`src/rtl/cxl_get_quota.sv`:
```
// Per-client usage quota checker: a 3-state request/decision/response FSM over a
// usage table that is wiped every WINDOW cycles.
module cxl_get_quota #(
    parameter int               N_CLIENTS = 32,
    parameter int               ID_W      = 5,
    parameter int               AMT_W     = 32,
    parameter logic [AMT_W-1:0] QUOTA     = 'h1000,
    parameter int               WINDOW    = 1024
) (
    input  logic             clk,
    input  logic             rst,
    input  logic             req_valid,
    output logic             req_ready,
    input  logic [ID_W-1:0]  client_id,
    input  logic [AMT_W-1:0] amount,
    output logic             resp_valid,
    output logic             ack,
    output logic             nack,
    output logic [ID_W-1:0]  resp_id,
    output logic [AMT_W-1:0] resp_used
);

    localparam int IDX_W = (N_CLIENTS > 1) ? $clog2(N_CLIENTS) : 1;
    localparam int WIN_W = $clog2(WINDOW);
    localparam logic [ID_W:0] N_LIM = (ID_W + 1)'(N_CLIENTS);

    typedef enum logic [1:0] {IDLE, CHECK, RESP} state_t;

    state_t           state_q, state_d;
    logic [ID_W-1:0]  id_q, id_d;
    logic [AMT_W-1:0] amt_q, amt_d;
    logic [AMT_W-1:0] usage_q [N_CLIENTS];
    logic [AMT_W-1:0] usage_d [N_CLIENTS];
    logic [WIN_W-1:0] win_q, win_d;
    logic             resp_valid_q, resp_valid_d;
    logic             ack_q, ack_d;
    logic             nack_q, nack_d;
    logic [ID_W-1:0]  resp_id_q, resp_id_d;
    logic [AMT_W-1:0] resp_used_q, resp_used_d;

    logic             id_ok, grant, wrap;
    logic [IDX_W-1:0] idx;
    logic [AMT_W-1:0] cur_use;
    logic [AMT_W:0]   sum;

    // The extra sum bit catches a carry, so a huge amount can never wrap into a grant.
    assign id_ok   = {1'b0, id_q} < N_LIM;
    assign idx     = id_q[IDX_W-1:0];
    assign cur_use = id_ok ? usage_q[idx] : '0;
    assign sum     = {1'b0, cur_use} + {1'b0, amt_q};
    assign grant   = id_ok && (sum <= {1'b0, QUOTA});
    assign wrap    = (win_q == WIN_W'(WINDOW - 1));

    always_comb begin
        state_d      = state_q;
        id_d         = id_q;
        amt_d        = amt_q;
        usage_d      = usage_q;
        win_d        = wrap ? '0 : win_q + 1'b1;
        resp_valid_d = 1'b0;
        ack_d        = 1'b0;
        nack_d       = 1'b0;
        resp_id_d    = resp_id_q;
        resp_used_d  = resp_used_q;

        if (wrap) begin
            for (int i = 0; i < N_CLIENTS; i++) usage_d[i] = '0;
        end

        case (state_q)
            IDLE: begin
                if (req_valid) begin
                    id_d    = client_id;
                    amt_d   = amount;
                    state_d = CHECK;
                end
            end
            CHECK: begin
                state_d      = RESP;
                resp_valid_d = 1'b1;
                resp_id_d    = id_q;
                // Decision always uses pre-clear usage; a grant on the wrap edge keeps only this amount.
                if (grant) begin
                    ack_d          = 1'b1;
                    usage_d[idx]   = wrap ? amt_q : sum[AMT_W-1:0];
                    resp_used_d    = wrap ? amt_q : sum[AMT_W-1:0];
                end else begin
                    nack_d      = 1'b1;
                    resp_used_d = (id_ok && !wrap) ? cur_use : '0;
                end
            end
            RESP:    state_d = IDLE;
            default: state_d = IDLE;
        endcase
    end

    always_ff @(posedge clk) begin
        if (rst) begin
            state_q      <= IDLE;
            id_q         <= '0;
            amt_q        <= '0;
            win_q        <= '0;
            resp_valid_q <= 1'b0;
            ack_q        <= 1'b0;
            nack_q       <= 1'b0;
            resp_id_q    <= '0;
            resp_used_q  <= '0;
            for (int i = 0; i < N_CLIENTS; i++) usage_q[i] <= '0;
        end else begin
            state_q      <= state_d;
            id_q         <= id_d;
            amt_q        <= amt_d;
            win_q        <= win_d;
            resp_valid_q <= resp_valid_d;
            ack_q        <= ack_d;
            nack_q       <= nack_d;
            resp_id_q    <= resp_id_d;
            resp_used_q  <= resp_used_d;
            usage_q      <= usage_d;
        end
    end

    assign req_ready  = (state_q == IDLE);
    assign resp_valid = resp_valid_q;
    assign ack        = ack_q;
    assign nack       = nack_q;
    assign resp_id    = resp_id_q;
    assign resp_used  = resp_used_q;

endmodule

```
`config.mk`:
```
export PLATFORM = sky130hd
export DESIGN_NAME = cxl_get_quota
export DESIGN_NICKNAME = d
export VERILOG_FILES = /design/src/rtl/cxl_get_quota.sv
export SDC_FILE = /design/constraint.sdc
export NUM_CORES = 2
export LEC_CHECK = 0
export ABC_AREA = 1
export CAP_MARGIN = 40
export CORE_MARGIN = 5
export CORE_UTILIZATION = 49
export DETAILED_ROUTE_END_ITERATION = 7
export PLACE_DENSITY_LB_ADDON = 0.1
export SLEW_MARGIN = 10
export SYNTH_ARGS = -nofsm -noshare
export SYNTH_HDL_FRONTEND = slang
export SYNTH_SLANG_ARGS = --single-unit
```
`constraint.sdc`:
```
create_clock -name clk -period 6.7 [get_ports clk]
set_clock_uncertainty 0.2 [all_clocks]
set_input_delay 1.005 -clock clk [delete_from_list [all_inputs] [get_ports clk]]
set_output_delay 1.005 -clock clk [all_outputs]
set_load 0.05 [all_outputs]
```
# [Word level (Yosys, flattened, before mapping)]
# Cells that the tools add are included.
[classes] n_addsub=2 n_lt_le_gt_ge=3 eq_ne=3 mux=17 bitwise_logic=2 reduce_logical=5
[ops] cell="$mux W1024" n=3
[ops] cell="$bwmux W1024" n=1
[ops] cell="$mux W32" n=6
[ops] cell="$bmux W32 S5" n=1
[ops] cell="$demux W32 S5" n=1
[ops] cell="$add A32 B32 Y33" n=1
[ops] cell="$le A33 B13 Y1 const B" n=1
[ops] cell="$add A10 B1 Y10 const B" n=1
[ops] cell="$eq A10 B10 Y1 const B" n=1
[ops] cell="$ge A6 B6 Y1 const B" n=1
[ops] cell="$lt A6 B1 Y1 const B" n=1
[ops] cell="$not A5 Y6" n=1
[ops] cell="$pmux W2 S2" n=1
[ops] cell="$reduce_or A2 Y1" n=2
[ops] cell="$mux W1" n=3
[ops] cell="$eq A2 B1 Y1 const B" n=1
[ops] cell="$logic_not A2 Y1" n=1
[ops] cell="$mux W2" n=1
[ops] cell="$ne A2 B2 Y1 const B" n=1
[ops] cell="$reduce_and A2 Y1" n=1
[ops] cell="$logic_and A1 B1 Y1" n=1
[ops] cell="$not A1 Y1" n=1
[totals] reg_bits=1113 inputBits=40 word_cells=73

# [Logic depth before layout (Yosys ltp)]
[depth] depth_word=9 ltp_mapped=33 depth_no_buf=28

# [Least setup slack after synthesis]
# Ideal clock, no wire load.
[synth_timing] path_type="register to register" startpoint="register id_q[1]" endpoint="register usage_q[575] in the netlist's numbering" setup_time_ps=116 arrival_time_ps=4548 path_slack_ps=1836 stages_incl_launch_ff=29 n_path_buf=7 synth_period_minus_slack_ps=4864 path_cell_list="dfxtp_1 > clkbuf_1 > nand2_1 > inv_1 > clkbuf_1 > clkbuf_1 > clkbuf_1 > a22oi_1 > nand2_1 > nand2_1 > nand4_1 > ha_1 > fa_1 > or2_2 > nor2_1 > nand3_1 > nor2_1 > nand3_1 > nor2_1 > nand2_1 > nand2_1 > nand3_1 > nor2_2 > nand3_4 > buf_8 > buf_6 > buf_2 > nor2_1 > nor2_1"
[synth_via] elab_chain_len=9
[synth_rtl] element="start: declaration" line="30" source="logic [ID_W-1:0] id_q, id_d;"
[synth_rtl] element="start signal: assignment" line="111" source="id_q <= id_d;"
[synth_rtl] element="$not A5 Y6 (*)" line="49, 85"
[synth_rtl] element="branches (longest 6 deep; another with $add A32 B32 Y33)"
[synth_rtl] element="$mux W1024 (*)" line="83" source="if (grant) begin"
[synth_rtl] element="$mux W1024 (*)" line="70" source="case (state_q)"
[synth_rtl] element="end signal: assignment" line="119" source="usage_q <= usage_d;"
[synth_rtl] element="end: declaration" line="32" source="logic [AMT_W-1:0] usage_q [N_CLIENTS];"
# Every way passes the cells marked *. The select of a mux whose other input is x is not followed.
# A chain may end at the register's enable or synchronous reset.

# [Final worst setup path]
[layout_timing] startpoint="register id_q[1]" endpoint="register usage_q[323] in the netlist's numbering"
# The elaborated chain is that of the path after synthesis.

==> tab_implementation.tex <==
\begin{tabular}{lr}
\hline
Metric & Value \\
\hline
\multicolumn{2}{l}{\textbf{Outcome}} \\
Run status & finished, final reports clean \\
\multicolumn{2}{l}{\textbf{STA}} \\
Worst slew margin relative to its limit & under 10\% \\
Final sum of negative setup slack & 0 ns \\
Actual transition at the worst max-transition pin & roughly 1.4 ns \\
Final hold vios & 0 \\
Final critical-path share of the clock period & 97.9\% \\
Post-layout minimum cycle time & 6.56 ns \\
Number of slew-limit violations in the final report & 0 \\
Final number of setup-violating endpoints & 0 \\
Fmax & 152 MHz \\
Worst-case setup margin in the final layout & approximately 0.14 ns \\
Unrepaired setup endpoints after global routing & false \\
\multicolumn{2}{l}{\textbf{Yosys}} \\
Area share of the leading cell type in the synthesized netlist & 35.0\% \\
Main synth FF type & sky130\_fd\_sc\_hd\_\_dfxtp\_1 \\
Post-synthesis share of cell area spent on and, or, nand and nor gates & around 40\% \\
Share of the synthesized area in compound gates (AO/OA/AOI/OAI) & between 10\% and 20\% \\
Synthesized net count & about 11k \\
Average size of a mapped cell & 6.10 um\^{}2 \\
Share of the yosys chip area belonging to registers & approximately a third \\
Post-synth top area cell & sky130\_fd\_sc\_hd\_\_dfxtp\_1 \\
Synthesized flop and latch total & 1,113 \\
EDFF count, synth & 0 \\
Count of synthesis-stage warnings from yosys & 0 \\
Multiplexer area fraction after synthesis & 0\% \\
Arithmetic-cell share of the synthesized area counting full adders, half adders and majority gates & 0.679\% \\
Area contributors post-synth & sky130\_fd\_sc\_hd\_\_dfxtp\_1 35\%, sky130\_fd\_sc\_hd\_\_nand2\_1 16\%, sky130\_fd\_sc\_hd\_\_nor2\_1 13\%, sky130\_fd\_sc\_hd\_\_nand4\_1 7.8\%, sky130\_fd\_sc\_hd\_\_inv\_1 6.6\% \\
Count of unique library cells instantiated by Yosys & 42 \\
Async set-or-reset flop fraction in the synthesized netlist & 0\% \\
Area share of xor/xnor cells in the synthesized design & 0.0824\% \\
Number of standard cells after synthesis & 10.4k \\
Cell area after synthesis & 63,700 um\^{}2 \\
Combinational family with the most area after synthesis & simple AND/OR/NAND/NOR gates \\
\multicolumn{2}{l}{\textbf{GRT}} \\
Wire length of the first global-routing pass & 404,000 um \\
Total routing usage reported by global routing & 38.2\% \\
Maximum number of pins on one net before global-route repair & 226 \\
Number of antenna violations at the first check in global routing & 9 \\
Vias in the first global route & 62.0k \\
Aggregate global routing overflow & 0 \\
\multicolumn{2}{l}{\textbf{Min path}} \\
Hold path startpoint & win\_q[0] \\
Min-delay worst type & flop to flop \\
WHS Endpoint & win\_q[0] \\
Hold Path Stages & 1 \\
\multicolumn{2}{l}{\textbf{Detailed routing}} \\
DRC violations left & 0 \\
Via-per-instance ratio & 5.76 \\
Remaining number of nets flagged by the antenna check after routing & 0 \\
Pre-Repair DR Iteration Count & 6 \\
Iteration-0 DRC Markers & 9,501 \\
Number of vias after detailed routing & 69.2k \\
Routed Wire Length & 274,000 um \\
Routed WL per cell & about 23 um \\
\multicolumn{2}{l}{\textbf{Worst setup path}} \\
Worst setup path startpoint & id\_q[1] \\
Reg2Reg Launch Point & id\_q[1] \\
Capture instance of the worst register-to-register path & usage\_q[323] \\
CP max stage cell & sky130\_fd\_sc\_hd\_\_nor4\_1 \\
Worst-path maximum fanout & 46 \\
CP dominant cell by count & sky130\_fd\_sc\_hd\_\_nand2\_1 \\
Worst setup path class & flop to flop \\
Worst path required time & 7.22 ns \\
Longest individual stage delay on the worst path & 0.57 ns \\
Worst setup EP type & flop \\
Worst reg2reg path depth & 29 \\
Setup slack on the worst flop-to-flop path & 0.14 ns \\
Critical path data arrival time & a little over 7 ns \\
Type of element launching the critical path & flop \\
\multicolumn{2}{l}{\textbf{Pwr}} \\
Clock power frac & 46.9\% \\
Switch share & 27.9\% \\
Combinational share of power & 11.0\% \\
Net switching power & 4450 uW \\
Sequential share of power & 42.1\% \\
Pwr/cell area & 218 nW/um\^{}2 \\
Power Internal & between 10,000 and 15,000 uW \\
VDD IR-drop max & approximately 0.25 mV \\
Static Leak & around 0.036 uW \\
\multicolumn{2}{l}{\textbf{Clock tree}} \\
Number of sinks driven by the clock tree & 1,113 \\
H-tree lvl count & 4 \\
Reg clk slew, reported paths & 0.06 ns \\
CTS hold repair buffers & 0 \\
Clock tree from TritonCTS & done \\
Buffer cell driving the clock tree root & sky130\_fd\_sc\_hd\_\_clkbuf\_16 \\
Clk Latency, worst-skew pair & 0.79 ns \\
CTS Buf Count & 133 \\
Buffers from clock root to sink, at most & 3 \\
\multicolumn{2}{l}{\textbf{Place}} \\
Worst setup slack after placement & -0.310 ns \\
Total of buffers placed on input and output ports & 80 \\
Placed Instance Area & 68,300 um\^{}2 \\
Placer Congestion & 0.983 \\
Detailed Place HPWL & 173,000 um \\
\multicolumn{2}{l}{\textbf{Cells and area}} \\
Signed area change from the synthesized netlist to the final layout & 14.5\% \\
Top library cells by usage in the layout, fill and taps aside & 2,675 x sky130\_fd\_sc\_hd\_\_nand2\_1, 2,220 x sky130\_fd\_sc\_hd\_\_nor2\_1, 1,119 x sky130\_fd\_sc\_hd\_\_inv\_1 \\
Finished layout cell area & 73,000 um\^{}2 \\
Fraction of layout instances using a drive strength above 1 & 7.90\% \\
Net count reported at finish & 10.3k \\
Commonest non-fill, non-tap cell in the layout & sky130\_fd\_sc\_hd\_\_nand2\_1 \\
\multicolumn{2}{l}{\textbf{Floorplanning}} \\
Starting density of the core & 49.3\% \\
Core Region & 129,000 um\^{}2 \\
Number of placement rows & 132 \\
Die width & $\sim$370 um \\
IO Pins & 81 \\
Die area & 137,000 um\^{}2 \\
Chip Height & 371 um \\
\multicolumn{2}{l}{\textbf{Flow run}} \\
Number of maximum-capacitance constraint violations & 0 \\
\hline
\end{tabular}
[sequential cells by signal (all words and copies together) (netlist names)]
register	cells
resp_valid	1
state_q	2
win_q	10
ack	1
id_q	5
resp_id	5
usage_q	1024
nack	1
resp_used	32
amt_q	32
[cell usage after synthesis, types with 2 or more instances]
cell,instances
sky130_fd_sc_hd__a22oi_1,510
sky130_fd_sc_hd__xor2_1,4
sky130_fd_sc_hd__o21ai_0,390
sky130_fd_sc_hd__nor2_1,2262
sky130_fd_sc_hd__nor2_4,7
sky130_fd_sc_hd__a31oi_1,3
sky130_fd_sc_hd__nand3_1,118
sky130_fd_sc_hd__nor4_1,43
sky130_fd_sc_hd__nor3_2,45
sky130_fd_sc_hd__a21boi_0,2
sky130_fd_sc_hd__nor2_8,7
sky130_fd_sc_hd__and2_1,5
sky130_fd_sc_hd__nor2_2,15
sky130_fd_sc_hd__nand4_1,792
sky130_fd_sc_hd__nand2_1,2678
sky130_fd_sc_hd__xnor2_1,2
sky130_fd_sc_hd__ha_1,33
sky130_fd_sc_hd__clkbuf_1,592
sky130_fd_sc_hd__buf_1,115
sky130_fd_sc_hd__o21ai_1,36
sky130_fd_sc_hd__a21oi_1,287
sky130_fd_sc_hd__buf_4,34
sky130_fd_sc_hd__or2_2,19
sky130_fd_sc_hd__nor3_1,22
sky130_fd_sc_hd__dfxtp_1,1113
sky130_fd_sc_hd__clkinv_1,12
sky130_fd_sc_hd__buf_2,150
sky130_fd_sc_hd__nor3b_1,2
sky130_fd_sc_hd__inv_2,4
sky130_fd_sc_hd__buf_6,11
sky130_fd_sc_hd__inv_1,1122
[critical path: cells and delay by family, from the launching register on]
kind                     cells  cell delay (ns)
AO/OA/AOI/OAI                2             0.48
adder cells (fa/ha/maj)      2             0.92
buffers and inverters        5             1.20
flip-flops                   1             0.41
AND/OR/NAND/NOR             20             3.11
[per-stage QoR]
step / std cells / hold slack (ns) / power, uW / utilization [%]
3_3_place_gp: 11700 / 0.235 / 8460 / 52.3
2_1_floorplan: 10400 / 0.218 / 7650 / -
6_report: 12000 / 0.246 / 15900 / 56.4
3_5_place_dp: 11800 / 0.242 / 8510 / 52.8
5_1_grt: 12000 / 0.272 / 16300 / 56.4
4_1_cts: 12000 / 0.254 / 15900 / 56.3
[per-layer routing]
layer | part of all wire (%) | track usage (%) | up-vias
met5 | 0.0047 | 0 | -
met4 | 7.1 | 23.9 | 2
met3 | 11 | 8.78 | 730
met2 | 43 | 57.2 | 3695
met1 | 39 | 49.8 | 32100
li1 | - | - | 32800
[final cells by class]
class                   count  area [um^2]
fillers                 12800        56300
clock inverters            22          273
multi-input cells        7292        34000
diodes                      6         15.0
well taps                1742         2180
repair buffers            503         5770
flip-flops and latches   1113        22300
inverters                1138         4320
clock buffers             211         4160
[worst max path at each step]
stage	endpoint	slack (ns)	cells past startpoint
floorplan	usage_q[575]	1.84	28
global placement	usage_q[1012]	-0.74	27
detailed placement	usage_q[323]	-0.31	28
CTS	usage_q[323]	0.07	28
global route	usage_q[1014]	0.02	34
finish	usage_q[323]	0.14	29
[logic make-up after synthesis]
group                    after synthesis
flip-flops                          1113
buffers and inverters               2041
XOR/XNOR                               6
adder cells (fa/ha/maj)               34
AND/OR/NAND/NOR                     6018
AO/OA/AOI/OAI                       1234
[power groups by stage]
stage                     clock (uW)  sequential (uW)  combinational [uW]
after floorplan                    0             6830                 827
after global placement             0             6840                1630
after detailed placement           0             6840                1670
after CTS                       7520             6690                1680
after global routing            7790             6690                1790
final                           7470             6690                1750
[what timing repair did]
| action | CTS | global route |
|---|---|---|
| gates resized for setup | 2 | 14 |
| pin swaps | 1 | 2 |
| hold endpoints to repair | 0 | 0 |
| cloned | 0 | 0 |
| setup endpoints to repair | 1045 | 1032 |
| buffers inserted | 3 | 4 |
Power figures use the tool's default switching activity.
